File: config.mk
export PLATFORM = sky130hd
export DESIGN_NAME = piso_src_arb_flat
export DESIGN_NICKNAME = d
export VERILOG_FILES = /design/src/rtl/piso_src_arb_if.sv /design/src/rtl/piso_src_arb.sv /design/src/flat_wrapper.sv
export SDC_FILE = /design/constraint.sdc
export NUM_CORES = 1
export LEC_CHECK = 0
export BUFFER_PORTS_ARGS = -buffer_cell sky130_fd_sc_hd__buf_2
export CORE_MARGIN = 1.5
export CORE_UTILIZATION = 30
export DETAILED_ROUTE_END_ITERATION = 8
export PLACE_DENSITY = 0.64
export REMOVE_ABC_BUFFERS = 1
export SLEW_MARGIN = 30
export SYNTH_ARGS = -nofsm -noshare
export SYNTH_HDL_FRONTEND = slang
export SYNTH_SLANG_ARGS = --single-unit
export TNS_END_PERCENT = 5
File: constraint.sdc
create_clock -name clk -period 1.88 [get_ports clk]
set_clock_uncertainty 0.15 [all_clocks]
set_input_delay 0.188 -clock clk [delete_from_list [all_inputs] [get_ports clk]]
set_output_delay 0.188 -clock clk [all_outputs]
set_load 0.01 [all_outputs]
File: src/rtl/piso_src_arb_if.sv
// Producer-FIFO / piso / decoder-side signal bundle for piso_src_arb.
// master is the arbiter side, slave is the FIFO/piso/decoder side.
interface piso_src_arb_if #(
    parameter int DATA_W = 16
);
    logic [DATA_W-1:0] req0_data_i;
    logic              req0_empty_i;
    logic              req0_rd_en_o;
    logic [DATA_W-1:0] req1_data_i;
    logic              req1_empty_i;
    logic              req1_rd_en_o;
    logic [DATA_W-1:0] piso_data_o;
    logic              piso_empty_o;
    logic              piso_rd_en_i;
    logic [1:0]        grant_o;
    logic              frame_start_o;
    logic              frame_done_o;
    logic              busy_o;

    modport master (
        input  req0_data_i, req0_empty_i,
        input  req1_data_i, req1_empty_i,
        input  piso_rd_en_i,
        output req0_rd_en_o, req1_rd_en_o,
        output piso_data_o, piso_empty_o,
        output grant_o, frame_start_o,
        output frame_done_o, busy_o
    );

    modport slave (
        output req0_data_i, req0_empty_i,
        output req1_data_i, req1_empty_i,
        output piso_rd_en_i,
        input  req0_rd_en_o, req1_rd_en_o,
        input  piso_data_o, piso_empty_o,
        input  grant_o, frame_start_o,
        input  frame_done_o, busy_o
    );
endinterface

File: src/rtl/piso_src_arb.sv
// Frame-level round-robin arbiter sharing one piso between two FIFOs.
// Holds each grant for a whole frame, then drains the piso before rearbitrating.
module piso_src_arb #(
    parameter int DATA_W       = 16,
    parameter int FRAME_WORDS  = 4,
    parameter int DRAIN_CYCLES = 9
) (
    input  logic            clk,
    input  logic            rst,
    piso_src_arb_if.master  bus
);
    localparam int CW = $clog2(FRAME_WORDS) + 1;
    localparam int DW = $clog2(DRAIN_CYCLES) + 1;

    typedef enum logic [1:0] {
        IDLE  = 2'd0,
        GRANT = 2'd1,
        DRAIN = 2'd2
    } state_t;

    state_t            state;
    state_t            state_nx;
    logic              rr_ptr;
    logic [1:0]        grant_q;
    logic [CW-1:0]     word_cnt;
    logic [DW-1:0]     drain_cnt;
    logic              done_q;
    logic              busy_q;

    logic              owner;
    logic              req_any;
    logic              pick;
    logic              rd0;
    logic              rd1;
    logic              pop;
    logic              last_pop;
    logic              drain_end;
    logic              done_nx;
    logic [DATA_W-1:0] pdata;
    logic              pempty;
    logic              fstart;

    assign owner   = grant_q[1];
    assign req_any = ~bus.req0_empty_i | ~bus.req1_empty_i;
    // both pending: rr_ptr decides; otherwise the lone non-empty one wins
    assign pick    = (req_any && !bus.req0_empty_i && !bus.req1_empty_i)
                   ? rr_ptr : bus.req0_empty_i;

    assign pop       = rd0 | rd1;
    assign last_pop  = pop && (word_cnt == CW'(FRAME_WORDS - 1));
    assign drain_end = (state == DRAIN) && (drain_cnt == '0);
    // registered pulse must land in the cycle where drain_cnt reaches 0
    assign done_nx   = ((state == DRAIN) && (drain_cnt == DW'(1)))
                     || (last_pop && (DRAIN_CYCLES == 1));

    always_ff @(posedge clk or posedge rst) begin
        if (rst) begin
            state <= IDLE;
        end else begin
            state <= state_nx;
        end
    end

    always_comb begin
        state_nx = state;
        case (state)
            IDLE:    if (req_any) state_nx = GRANT;
            GRANT:   if (last_pop) state_nx = DRAIN;
            DRAIN:   if (drain_cnt == '0) state_nx = IDLE;
            default: state_nx = IDLE;
        endcase
    end

    always_comb begin
        pdata  = '0;
        pempty = 1'b1;
        rd0    = 1'b0;
        rd1    = 1'b0;
        fstart = 1'b0;
        if (state == GRANT) begin
            if (!owner) begin
                pdata  = bus.req0_data_i;
                pempty = bus.req0_empty_i;
                rd0    = bus.piso_rd_en_i & ~bus.req0_empty_i;
            end else begin
                pdata  = bus.req1_data_i;
                pempty = bus.req1_empty_i;
                rd1    = bus.piso_rd_en_i & ~bus.req1_empty_i;
            end
            fstart = (rd0 | rd1) && (word_cnt == '0);
        end
    end

    always_ff @(posedge clk or posedge rst) begin
        if (rst) begin
            rr_ptr    <= 1'b0;
            grant_q   <= 2'b00;
            word_cnt  <= '0;
            drain_cnt <= '0;
            done_q    <= 1'b0;
            busy_q    <= 1'b0;
        end else begin
            busy_q <= (state_nx != IDLE);
            done_q <= done_nx;
            if (state == IDLE && req_any) begin
                grant_q <= pick ? 2'b10 : 2'b01;
            end else if (drain_end) begin
                grant_q <= 2'b00;
                rr_ptr  <= ~owner;
            end
            if (pop) begin
                word_cnt <= last_pop ? '0 : word_cnt + CW'(1);
            end
            if (last_pop) begin
                drain_cnt <= DW'(DRAIN_CYCLES - 1);
            end else if (state == DRAIN && drain_cnt != '0) begin
                drain_cnt <= drain_cnt - DW'(1);
            end
        end
    end

    assign bus.req0_rd_en_o  = rd0;
    assign bus.req1_rd_en_o  = rd1;
    assign bus.piso_data_o   = pdata;
    assign bus.piso_empty_o  = pempty;
    assign bus.grant_o       = grant_q;
    assign bus.frame_start_o = fstart;
    assign bus.frame_done_o  = done_q;
    assign bus.busy_o        = busy_q;
endmodule

File: src/flat_wrapper.sv
// flat-port wrapper written by rule: the top's interface ports become plain ports
module piso_src_arb_flat 
#(
    parameter int DATA_W       = 16,
    parameter int FRAME_WORDS  = 4,
    parameter int DRAIN_CYCLES = 9
)
  (clk, rst, bus_req0_data_i, bus_req0_empty_i, bus_req1_data_i, bus_req1_empty_i, bus_piso_rd_en_i, bus_req0_rd_en_o, bus_req1_rd_en_o, bus_piso_data_o, bus_piso_empty_o, bus_grant_o, bus_frame_start_o, bus_frame_done_o, bus_busy_o);
  piso_src_arb_if #(.DATA_W(DATA_W)) bus_i ();
  input  logic clk;
  input  logic rst;
  input wire logic [$bits(bus_i.req0_data_i)-1:0] bus_req0_data_i;
  input wire logic [$bits(bus_i.req0_empty_i)-1:0] bus_req0_empty_i;
  input wire logic [$bits(bus_i.req1_data_i)-1:0] bus_req1_data_i;
  input wire logic [$bits(bus_i.req1_empty_i)-1:0] bus_req1_empty_i;
  input wire logic [$bits(bus_i.piso_rd_en_i)-1:0] bus_piso_rd_en_i;
  output wire logic [$bits(bus_i.req0_rd_en_o)-1:0] bus_req0_rd_en_o;
  output wire logic [$bits(bus_i.req1_rd_en_o)-1:0] bus_req1_rd_en_o;
  output wire logic [$bits(bus_i.piso_data_o)-1:0] bus_piso_data_o;
  output wire logic [$bits(bus_i.piso_empty_o)-1:0] bus_piso_empty_o;
  output wire logic [$bits(bus_i.grant_o)-1:0] bus_grant_o;
  output wire logic [$bits(bus_i.frame_start_o)-1:0] bus_frame_start_o;
  output wire logic [$bits(bus_i.frame_done_o)-1:0] bus_frame_done_o;
  output wire logic [$bits(bus_i.busy_o)-1:0] bus_busy_o;
  assign bus_i.req0_data_i = bus_req0_data_i;
  assign bus_i.req0_empty_i = bus_req0_empty_i;
  assign bus_i.req1_data_i = bus_req1_data_i;
  assign bus_i.req1_empty_i = bus_req1_empty_i;
  assign bus_i.piso_rd_en_i = bus_piso_rd_en_i;
  assign bus_req0_rd_en_o = bus_i.req0_rd_en_o;
  assign bus_req1_rd_en_o = bus_i.req1_rd_en_o;
  assign bus_piso_data_o = bus_i.piso_data_o;
  assign bus_piso_empty_o = bus_i.piso_empty_o;
  assign bus_grant_o = bus_i.grant_o;
  assign bus_frame_start_o = bus_i.frame_start_o;
  assign bus_frame_done_o = bus_i.frame_done_o;
  assign bus_busy_o = bus_i.busy_o;
  piso_src_arb #(.DATA_W(DATA_W), .FRAME_WORDS(FRAME_WORDS), .DRAIN_CYCLES(DRAIN_CYCLES)) u_core (.clk(clk), .rst(rst), .bus(bus_i));
endmodule
======== Yosys cells after proc, flatten, opt, wreduce, memory -nomap -nowiden ========
Index checks and enable logic that the tools add are counted.
word-level totals
  bits in registers ....................... 15
  bits in latches ......................... 0
  memory bits (writable) .................. 0
  memory bits (read-only) ................. 0
  input bits .............................. 37
  word-level logic and storage cells ...... 62
  memories kept ........................... 0
cells by class
  add/subtract/negate cells ............... 2
  multiply operators ...................... 0
  div/mod/pow operators ................... 0
  order comparisons ....................... 0
  eq/ne operators ......................... 4
  shifts and indexed selects .............. 0
  mux-type cells .......................... 22
  bitwise operators ....................... 9
  reductions and logical operators ........ 18
operators by type and width
  kind                                                                   count
  16-bit 2-to-1 mux                                                      2
  2-bit 2-to-1 mux                                                       6
  1-bit 2-to-1 mux                                                       10
  5-bit 2-to-1 mux                                                       2
  1-bit logical AND                                                      8
  2-bit one-hot mux with 3 select lines                                  1
  2-bit nonzero test                                                     3
  5-bit by 1-bit equality test with 1-bit output, second input constant  1
  5-bit zero test                                                        1
  5-bit nonzero test                                                     1
  5-bit by 1-bit subtractor with 5-bit output, second input constant     1
  1-bit NOT                                                              4
  3-bit by 1-bit adder with 3-bit output, second input constant          1
  3-bit by 2-bit equality test with 1-bit output, second input constant  1
  3-bit zero test                                                        1
  3-bit 2-to-1 mux                                                       1
  1-bit OR                                                               3
  1-bit bitwise AND                                                      2
  2-bit by 1-bit equality test with 1-bit output, second input constant  1
  2-bit equality test, second input constant                             1
  1-bit zero test                                                        2
  2-bit zero test                                                        1
  2-bit AND reduction                                                    1

======== Longest topological paths before layout ========
Gate-level depths: netlist of run 1.
  depth in word-level cells ............... 10
  depth in mapped cells ................... 6

======== Worst setup path after synthesis of run 1 ========
No wires, ideal clock.
  path type ............................... reg2reg
  start point ............................. register u_core.drain_cnt[0]
  end point ............................... register u_core.drain_cnt[3]
  setup time .............................. 0.124 ns
  data arrival time ....................... 1.603 ns
  slack ................................... 0.003 ns
  cell stages (with the launch flop) ...... 7
  buffers on the path ..................... 1
  period minus slack after synthesis ...... 1.877 ns
  cells stage by stage .................... dfrtp_1 -> inv_1 -> ha_1 -> or4b_2 -> clkbuf_1 -> a31oi_1 -> o21bai_1
between the ends
  cells in the longest elaborated chain, start to end .. 3
  elaborated cells on any way between the ends .. 6
  classes of those cells .................. add/sub (1); mux (2); reduce/logical (3)
RTL lines
  item                                                                               RTL line                                  RTL
  from (decl)                                                                        piso_src_arb.sv:26                        logic [DW-1:0] drain_cnt;
  from (signal assigned)                                                             piso_src_arb.sv:115                       drain_cnt <= DW'(DRAIN_CYCLES - 1);
  from (signal assigned)                                                             piso_src_arb.sv:117                       drain_cnt <= drain_cnt - DW'(1);
  5-bit by 1-bit subtractor with 5-bit output or 5-bit nonzero test (tied branches)  piso_src_arb.sv:117, piso_src_arb.sv:116
  5-bit 2-to-1 mux or 1-bit logical AND (tied branches)                              piso_src_arb.sv:116                       end else if (state == DRAIN && drain_cnt != '0) begin
  5-bit 2-to-1 mux or 2-bit nonzero test (tied branches)                             n/a
Several ways; a longest one is shown, not always the timed one. The select of a mux whose other input is x is not followed.
A chain may end at the register's enable or synchronous reset.

======== Worst setup path after layout of run 1 ========
  start point ............................. register u_core.state[0]
  end point ............................... output bus_frame_start_o
between the ends
  cells in the longest elaborated chain, start to end .. 2
RTL lines
  item                                            RTL line            RTL
  from (decl)                                     piso_src_arb.sv:21  state_t state;
  from (signal assigned)                          piso_src_arb.sv:60  state <= state_nx;
  2-bit by 1-bit equality test with 1-bit output  piso_src_arb.sv:80  if (state == GRANT) begin
  1-bit 2-to-1 mux                                piso_src_arb.sv:80
  to (decl)                                       flat_wrapper.sv:22  output wire logic [$bits(bus_i.frame_start_o)-1:0] bus_frame_start_o;
Every way passes these cells.

==> out/metrics.csv, run 1 <==
stage,metric,value,unit
timing,whs,0.0677,ns
detailed_routing,wl_per_cell,11.3,µm
setup_path,start_kind,flop,
timing,relSlewSlack,61.2,%
flow_run,drv_cap,0,
floorplan,io_pins,61,
clock_tree,cts_tree,yes,
timing,max_freq,0.549,GHz
setup_path,end_kind,output pin,
power_and_ir_drop,finalPower,2020,µW
timing,min_period_over_period,96.8,%
placed_design,dpl.hpwl,2050,µm
layout,diodes,0,
layout,syn2layout_area_growth,43.9,%
synth,synth_edf_count,0,
grt,grt_pass1_wl,4620,µm
setup_path,path_delay_family,simple AND/OR/NAND/NOR gates,
timing,rsz0062_at_grt,true,
floorplan,die_y,63.1,µm
floorplan,coreArea,3390,µm²
setup_path,crit_arrival,1.48,ns
synth,syn_inst,123,
clock_tree,clk_pin_slew_worst_paths,0.09,ns
clock_tree,clk_latency,0.28,ns
detailed_routing,first_pass_iters,4,
timing,hold_viol,0,
setup_path,path_class,reg2out,
layout,nets,236,
grt,antenna_found_initial,0,
floorplan,fp-row-count,21,
placed_design,portBuffers,60,
synth,ys.flop_type,dfrtp_1,
floorplan,start_util,31.9,%
grt,grt_use_total,14.4,%
power_and_ir_drop,p_leak,0.000831,µW
timing,worst_pin_slew,0.581,ns
synth,ys_seq_elements,15,
timing,slew_violations,0,
grt,grt-ovfl-total,0,
layout,drive_above_1_share,43.2,%
clock_tree,cts.path.max_buffers,2,
clock_tree,root_buffer,clkbuf_4,
timing,setup_viol,0,
clock_tree,cts_buffers,3,
grt,grt_pass1_vias,1031,
clock_tree,clock_sinks,15,
clock_tree,htreeDepth,1,
detailed_routing,ant_nets,0,
synth,syn_area_per_cell,8.80,µm²
synth,synth.most_common_cell,nor2_1,
synth,yosys-top-cells-area,"dfrtp_1, mux2i_1, ha_1, nor2_1, o21ai_0",
setup_path,worstPathMaxFanout,8,
power_and_ir_drop,vdd_drop_max,0.000508,V
detailed_routing,route.detailed.drc,0,
detailed_routing,viasPerCell,4.68,
detailed_routing,via_count,1115,
setup_path,cp.required,1.54,ns
setup_path,crit_path_max_incr_delay,0.39,ns
synth,synth.top_cell.area_share,34.7,%
detailed_routing,drt_iter0_markers,43,
placed_design,place_congestion,0.727,
synth,yosys.cell_types.count,33,
setup_path,crit_path_top_delay_cell,dfrtp_1,
grt,grt_max_degree,22,
hold_path,hold_class,in2reg,
timing,period_minus_slack,1.82,ns
floorplan,die_area,3980,µm²
synth,synth_common_cells,"nor2_1, mux2i_1, dfrtp_1",
synth,synth_warnings,0,
power_and_ir_drop,powerDensity,1300,nW/µm²
synth,syn_area,1080,µm²
setup_path,crit_chain,buf_6 > and2b_2 > and3_4 > and3_1 > buf_2,
synth,ys_seq_area_share,34.7,%
synth,synth_largest_area_cell,dfrtp_1,
status,status,"complete, no violations",
setup_path,critPathBufInv,2,
detailed_routing,drt_wl_total,2690,µm
synth,async_flop_share,100,%
floorplan,die_w,63.1,µm
[timing repair]
action | 4_1_cts | 5_1_grt
hold buffers | 2 | 0
setup endpoints to repair | 2 | 7
resized for setup | 3 | 5
buffers inserted | 2 | 0
pin swaps | 1 | 0
gates cloned | 0 | 0
endpoints found under the hold margin | 16 | 0
[worst paths after layout]
check | depth (start not counted) | end | slack (ns) | from
setup / recovery | 5 | bus_frame_start_o | 0.06 | u_core.state[0]
hold / removal | 2 | u_core.bus.grant_o[1] | 0.07 | bus_req0_empty_i
setup reg to reg | 4 | u_core.drain_cnt[4] | 0.08 | u_core.state[0]
hold reg to reg | 1 | u_core.word_cnt[2] | 0.36 | u_core.word_cnt[2]
max in group asynchronous | 3 | u_core.state[1] | 0.82 | rst
min in group asynchronous | 3 | u_core.word_cnt[2] | 0.35 | rst
[placed cells by master, fill, tap and decap left out, types with 2 or more instances in the layout]
cell type      count
nand2b_1           4
mux2i_1           18
clkbuf_4           3
o21bai_1           2
dlygate4sd3_1      2
nand2_1            6
or4b_4             2
buf_2             60
or4_1              2
nand3_1            2
mux2_2             2
buf_4              9
o21ai_0            5
dfrtp_1           14
nor2_1            20
inv_1              8
nor3_1             2
and3_1             2
a21oi_1            4
ha_1               6
[stage by stage]
step / setup slack [ns] / area (µm²) / TNS (ns) / std cells / utilization, %
3_3_place_gp: 0.0714 / 1470 / 0 / 230 / 43.4
2_1_floorplan: -0.172 / 1050 / -0.462 / 116 / -
5_1_grt: -0.0273 / 1560 / -0.0273 / 238 / 46.0
4_1_cts: 0.0268 / 1540 / 0 / 238 / 45.6
6_report: 0.0594 / 1560 / 0 / 238 / 46.0
3_5_place_dp: 0.0276 / 1470 / 0 / 230 / 43.4
[cell type report]
type                       count  area (µm²)
clock buffer                   3        22.5
clock inverter                 1        5.00
fill                         345        1830
inverter                       8        30.0
multi-input combinational     93         667
sequential                    15         377
tap                           46        57.6
timing repair buffer          72         399
[per-layer routing]
layer | track usage, % | wire length, µm | up-vias
met4 | 4.17 | 19 | 0
met5 | 0 | 0 | -
met3 | 4.11 | 205 | 2
li1 | - | - | 574
met2 | 24.5 | 1270 | 39
met1 | 17.6 | 1190 | 500
[cells by family after synthesis]
| logic type | share of synthesized area, % |
|---|---|
| and+or+nand+nor | 23.9 |
| muxes | 18.7 |
| AOI/OAI and AO/OA | 10.4 |
| buffers and inverters | 5.32 |
| DFF | 34.7 |
| adders and majority gates | 6.94 |
[registers in the layout (all words and copies together) (netlist names)]
name	count
u_core.bus.busy_o	1
u_core.bus.frame_done_o	1
u_core.bus.grant_o	2
u_core.drain_cnt	5
u_core.rr_ptr	1
u_core.state	2
u_core.word_cnt	3
[power by group]
group          internal [µW]  leakage [µW]  switching, µW
clock network           79.1     0.0000177            105
registers                432      0.000182           96.2
logic                    635      0.000632            674
total                   1150      0.000831            874
No activity file was read; power rests on OpenSTA's default activity.
==> run 2: changes to the inputs <==
PLACE_DENSITY = 0.62   (was 0.64)
clock period = 2.25 ns   (was 1.88 ns; I/O delays follow)
==> out/metrics.csv, run 2 (synthesis results as in run 1) <==
stage,metric,value,unit,change
setup_path,path_delay_family,simple AND/OR/NAND/NOR gates,,
timing,period_minus_slack,1.95,ns,
timing,hold_viol,0,,unchanged
detailed_routing,drt_wl_total,2550,µm,-5.1%
floorplan,start_util,31.9,%,unchanged
clock_tree,htreeDepth,1,,unchanged
setup_path,r2r_start,u_core.drain_cnt[0],,
layout,num-fill-cells,345,,unchanged
placed_design,dpl_cell_area,1420,µm²,-3.6%
hold_path,hold_class,in2reg,,
setup_path,reg2reg_slack,0.32,ns,+0.24 ns
placed_design,portBuffers,60,,unchanged
floorplan,die_w,63.1,µm,unchanged
timing,rsz0062_at_grt,false,,
setup_path,crit_start,u_core.state[1],,
power_and_ir_drop,p_leak,0.000781,µW,-6.0%
setup_path,cp_common_cell,and3_1,,
floorplan,coreArea,3390,µm²,unchanged
layout,nets,226,,-4.2%
clock_tree,cts_resized,0,,-3
hold_path,min_from,bus_req0_empty_i,,
setup_path,crit_path_max_incr_delay,0.47,ns,+0.08 ns
status,status,"complete, no violations",,
clock_tree,cts_tree,yes,,
layout,drive_above_1_share,38.5,%,-4.8 points
setup_path,crit_chain,and2b_2 > and3_1 > and3_1 > buf_2,,
grt,grt_pass1_wl,4550,µm,-1.3%
detailed_routing,wl_per_cell,11.2,µm,-0.93%
timing,worst_pin_slew,0.566,ns,-0.0145 ns
clock_tree,root_buffer,clkbuf_4,,
layout,syn2layout_area_growth,34.7,%,
layout,diodes,0,,unchanged
clock_tree,clk_pin_slew_worst_paths,0.09,ns,about the same
floorplan,io_pins,61,,unchanged
placed_design,dpl.hpwl,1990,µm,-2.7%
timing,relSlewSlack,62.2,%,+0.97 points
layout,final_common_cell,buf_2,,
grt,grt_max_degree,22,,unchanged
timing,max_freq,0.513,GHz,
hold_path,whs_endpoint,u_core.bus.grant_o[0],,
grt,grt-ovfl-total,0,,unchanged
setup_path,crit_arrival,1.57,ns,+0.09 ns
clock_tree,clock_sinks,15,,unchanged
detailed_routing,ant_nets,0,,unchanged
hold_path,holdPathStages,2,,unchanged
floorplan,die_y,63.1,µm,unchanged
clock_tree,postCtsSetupBuffers,0,,-2
clock_tree,clk_latency,0.28,ns,about the same
detailed_routing,first_pass_iters,4,,unchanged
power_and_ir_drop,p_clk_share,9.7,%,+0.6 points
grt,antenna_found_initial,0,,unchanged
layout,regMostFlops,u_core.drain_cnt,,
detailed_routing,viasPerCell,4.52,,-3.5%
layout,fin_area,1460,µm²,-6.4%
power_and_ir_drop,vdd_drop_max,0.000307,V,-40%
power_and_ir_drop,p_int,877,µW,-24%
detailed_routing,route.detailed.drc,0,,unchanged
timing,min_period_over_period,86.7,%,
grt,grt_use_total,14.0,%,-0.34 points
setup_path,crit_path_top_delay_cell,dfrtp_1,,
timing,whs,0.0132,ns,-0.0545 ns
floorplan,fp-row-count,21,,unchanged
power_and_ir_drop,pwr-share-comb,62.1,%,-2.7 points
setup_path,worstPathMaxFanout,9,,+1
power_and_ir_drop,finalPower,1580,µW,-22%
setup_path,reg2reg_to,u_core.drain_cnt[3],,
placed_design,place_congestion,0.818,,+12%
layout,largest_reg_flops,5,,unchanged
setup_path,rr_worst_depth,5,,+1
power_and_ir_drop,p_sw_share,44.6,%,+1.4 points
setup_path,cp.required,1.88,ns,+0.34 ns
detailed_routing,via_count,1031,,-7.5%
timing,setup_viol,0,,unchanged
setup_path,end_kind,output pin,,
flow_run,drv_cap,0,,unchanged
grt,grt_pass1_vias,990,,-4.0%
layout,instances_no_fill,228,,-4.2%
setup_path,critPathBufInv,1,,-1
power_and_ir_drop,seqPwrFrac,28.2,%,+2.1 points
timing,slew_violations,0,,unchanged
floorplan,die_area,3980,µm²,unchanged
clock_tree,cts.path.max_buffers,2,,unchanged
layout,final_cell_mix,"buf_2, nor2_1, mux2i_1, dfrtp_1, inv_1",,
layout,reg_top3,"u_core.drain_cnt (5), u_core.word_cnt (3)",,
clock_tree,cts_buffers,3,,unchanged
setup_path,start_kind,flop,,
timing,finalSetupTns,0,ns,unchanged
power_and_ir_drop,powerDensity,1090,nW/µm²,-16%
placed_design,dp.cells,223,,-3.0%
power_and_ir_drop,power.switching,706,µW,-19%
setup_path,path_class,reg2out,,
detailed_routing,drt_iter0_markers,25,,-42%
run 2: changes by cell type in the layout (fill, tap and decap cells not counted), sizes merged:
cell,delta
buf,-9
dlygate4sd3,-1
run 2: worst max path at each step:
stage                     endpoint  slack, ns  cells after the start
2_1_floorplan   u_core.word_cnt[0]       0.20                      3
3_3_place_gp   u_core.drain_cnt[1]       0.35                      4
3_5_place_dp   u_core.drain_cnt[3]       0.32                      5
4_1_cts          bus_frame_start_o       0.27                      4
5_1_grt        bus_piso_data_o[11]       0.16                      3
6_report         bus_frame_start_o       0.30                      4
run 2: repair_timing:
| item | CTS | global route |
|---|---|---|
| hold buffers | 1 | 0 |
| hold endpoints to repair | 15 | 0 |
| setup endpoints to repair | 0 | 0 |
run 2: metrics by stage:
step / worst slack, ns / utilization (%)
2_1_floorplan: 0.198 / -
3_3_place_gp: 0.348 / 41.9
3_5_place_dp: 0.319 / 41.9
4_1_cts: 0.274 / 43.0
5_1_grt: 0.158 / 43.0
6_report: 0.300 / 43.0
run 2: per-layer routing:
metal / share of wire, % / vias up / routed length (µm) / global-route usage (%)
li1: - / 546 / - / -
met1: 47 / 457 / 1190 / 18.7
met2: 48 / 26 / 1220 / 22.6
met3: 5.2 / 2 / 132 / 3.39
met4: 0.27 / 0 / 7 / 3.89
met5: 0 / - / 0 / 0
run 2: layout make-up:
| class | count | area [µm²] | area share [%] |
|---|---|---|---|
| repair buffers | 62 | 318 | 21.8 |
| well taps | 46 | 57.6 | 3.95 |
| clock inverters | 1 | 5.00 | 0.343 |
| inverters | 8 | 30.0 | 2.06 |
| flip-flops and latches | 15 | 375 | 25.8 |
| multi-input cells | 93 | 649 | 44.5 |
| clock buffers | 3 | 22.5 | 1.55 |
run 2: power by group through the flow:
| stage | clock, µW | sequential [µW] | combinational (µW) |
|---|---|---|---|
| detailed placement | 0 | 451 | 993 |
| floorplan | 0 | 503 | 597 |
| CTS | 164 | 446 | 1000 |
| finish | 154 | 446 | 984 |
| global placement | 0 | 450 | 986 |
| global route | 181 | 466 | 1110 |
==> run 3: changes to the inputs <==
CORE_UTILIZATION = 47   (was 30)
PLACE_DENSITY = 0.88   (was 0.62)
==> out/metrics.csv, run 3 (synthesis results as in run 1) <==
stage,metric,value,unit,change
clock_tree,root_buffer,clkbuf_4,,
power_and_ir_drop,vdd_drop_max,0.000872,V,+180%
layout,regMostFlops,u_core.drain_cnt,,
timing,max_freq,0.496,GHz,-3.4%
setup_path,r2r_start,u_core.drain_cnt[0],,
floorplan,start_util,49.4,%,+17 points
setup_path,cp.required,2.28,ns,+0.40 ns
grt,grt-ovfl-total,0,,unchanged
grt,antenna_found_initial,0,,unchanged
clock_tree,clk_latency,0.29,ns,about the same
grt,grt_max_degree,22,,unchanged
floorplan,coreArea,2190,µm²,-35%
setup_path,start_kind,flop,,
hold_path,holdPathStages,2,,unchanged
layout,diodes,0,,unchanged
detailed_routing,drt_wl_total,2630,µm,+2.9%
detailed_routing,route.detailed.drc,0,,unchanged
setup_path,path_depth,4,,unchanged
timing,period_minus_slack,2.02,ns,+0.0679 ns
setup_path,rr_worst_depth,4,,-1
timing,setup_viol,0,,unchanged
clock_tree,cts_buffers,3,,unchanged
timing,relSlewSlack,62.5,%,+0.26 points
detailed_routing,viasPerCell,5.43,,+20%
timing,rsz0062_at_grt,false,,
setup_path,crit_path_top_delay_cell,or4b_2,,
setup_path,crit_chain,inv_1 > ha_1 > or4b_2 > a311oi_1,,
detailed_routing,drt_iter0_markers,20,,-20%
detailed_routing,via_count,1140,,+11%
timing,slew_violations,0,,unchanged
layout,final_common_cell,buf_2,,
power_and_ir_drop,p_leak,0.000779,µW,-0.35%
setup_path,crit_start,u_core.drain_cnt[0],,
setup_path,end_kind,flop,,
layout,nets,226,,unchanged
timing,min_period_over_period,89.7,%,+3.0 points
setup_path,endpoint,u_core.drain_cnt[1],,
setup_path,reg2reg_to,u_core.drain_cnt[1],,
power_and_ir_drop,finalPower,1600,µW,+0.89%
detailed_routing,first_pass_iters,4,,unchanged
detailed_routing,wl_per_cell,12.5,µm,+12%
status,status,"complete, no violations",,
timing,finalSetupTns,0,ns,unchanged
grt,grt_pass1_wl,3970,µm,-13%
floorplan,io_pins,61,,unchanged
grt,grt_pass1_vias,1042,,+5.3%
floorplan,die_y,51.0,µm,-19%
flow_run,drv_cap,0,,unchanged
setup_path,reg2reg_slack,0.23,ns,-0.09 ns
setup_path,crit_arrival,2.05,ns,+0.48 ns
setup_path,path_delay_family,simple AND/OR/NAND/NOR gates,,
setup_path,path_class,reg2reg,,
power_and_ir_drop,powerDensity,1110,nW/µm²,+2.6%
layout,largest_reg_flops,5,,unchanged
clock_tree,clock_sinks,15,,unchanged
placed_design,portBuffers,60,,unchanged
layout,syn2layout_area_growth,32.5,%,
layout,reg_top3,"u_core.drain_cnt (5), u_core.word_cnt (3)",,
setup_path,critPathBufInv,1,,unchanged
timing,hold_viol,0,,unchanged
clock_tree,htreeDepth,1,,unchanged
clock_tree,cts.path.max_buffers,2,,unchanged
clock_tree,clk_pin_slew_worst_paths,0.09,ns,about the same
layout,drive_above_1_share,37.9,%,-0.55 points
layout,final_cell_mix,"buf_2, nor2_1, mux2i_1, dfrtp_1, inv_1",,
placed_design,place_congestion,0.816,,-0.17%
floorplan,die_area,2600,µm²,-35%
grt,grt_use_total,20.0,%,+6.0 points
floorplan,die_w,51.0,µm,-19%
placed_design,dpl.hpwl,2070,µm,+4.0%
hold_path,hold_class,in2reg,,
detailed_routing,ant_nets,0,,unchanged
floorplan,fp-row-count,17,,-19%
hold_path,min_from,bus_req0_empty_i,,
setup_path,worstPathMaxFanout,6,,-3
timing,worst_pin_slew,0.562,ns,-0.00391 ns
clock_tree,cts_tree,yes,,
setup_path,crit_path_max_incr_delay,0.70,ns,+0.23 ns
==> run 3: cell count changes in the layout (fill, tap and decap cells not counted), sizes merged <==
| cell | change |
|---|---|
| clkbuf | +1 |
| clkinv | -1 |
==> run 3: report_power, final <==
part           leakage, µW  total [µW]  internal, µW  switching [µW]
clock            0.0000150         157          68.9            87.9
combinational     0.000580         986           450             536
sequential        0.000184         454           361            93.4
total             0.000779        1600           880             717
==> run 3: layout make-up <==
class,instances,area [µm²]
fill,193,757
inverter,8,30.0
tap,28,35.0
multi-input combinational,93,649
sequential,15,375
timing repair buffer,62,318
clock buffer,4,26.3
==> run 3: metal layers <==
| layer | global-route usage, % | up-vias | wire length, µm |
|---|---|---|---|
| met5 | 0 | - | 0 |
| met4 | 10.4 | 0 | 31 |
| met3 | 4.68 | 4 | 254 |
| met2 | 38.3 | 52 | 1350 |
| met1 | 19.5 | 536 | 987 |
| li1 | - | 548 | - |
==> run 3: through the flow <==
stage               utilization, %  hold slack [ns]  cells  instance area (µm²)  setup WS (ns)
CTS                           65.4          0.00450    210                 1430          0.240
floorplan                        -          -0.0235    116                 1050          0.198
detailed placement            63.8            0.160    205                 1400          0.284
global placement              63.8            0.140    205                 1400          0.371
finish                        65.4           0.0156    210                 1430          0.232
global route                  65.4           0.0172    210                 1430          0.147
==> run 3: worst min path at each step <==
stage | slack, ns | to
after floorplan | -0.02 | u_core.bus.busy_o
after global placement | 0.14 | u_core.word_cnt[1]
after detailed placement | 0.16 | u_core.word_cnt[1]
after CTS | 0.004 | u_core.bus.grant_o[0]
after global routing | 0.02 | u_core.bus.grant_o[0]
final | 0.02 | u_core.bus.grant_o[0]
==> run 3: timing repair <==
item / in CTS / in global routing
setup buffers: 0 / 0
gates resized for setup: 0 / 0
hold buffers: 1 / 0
endpoints found under the hold margin: 15 / 0
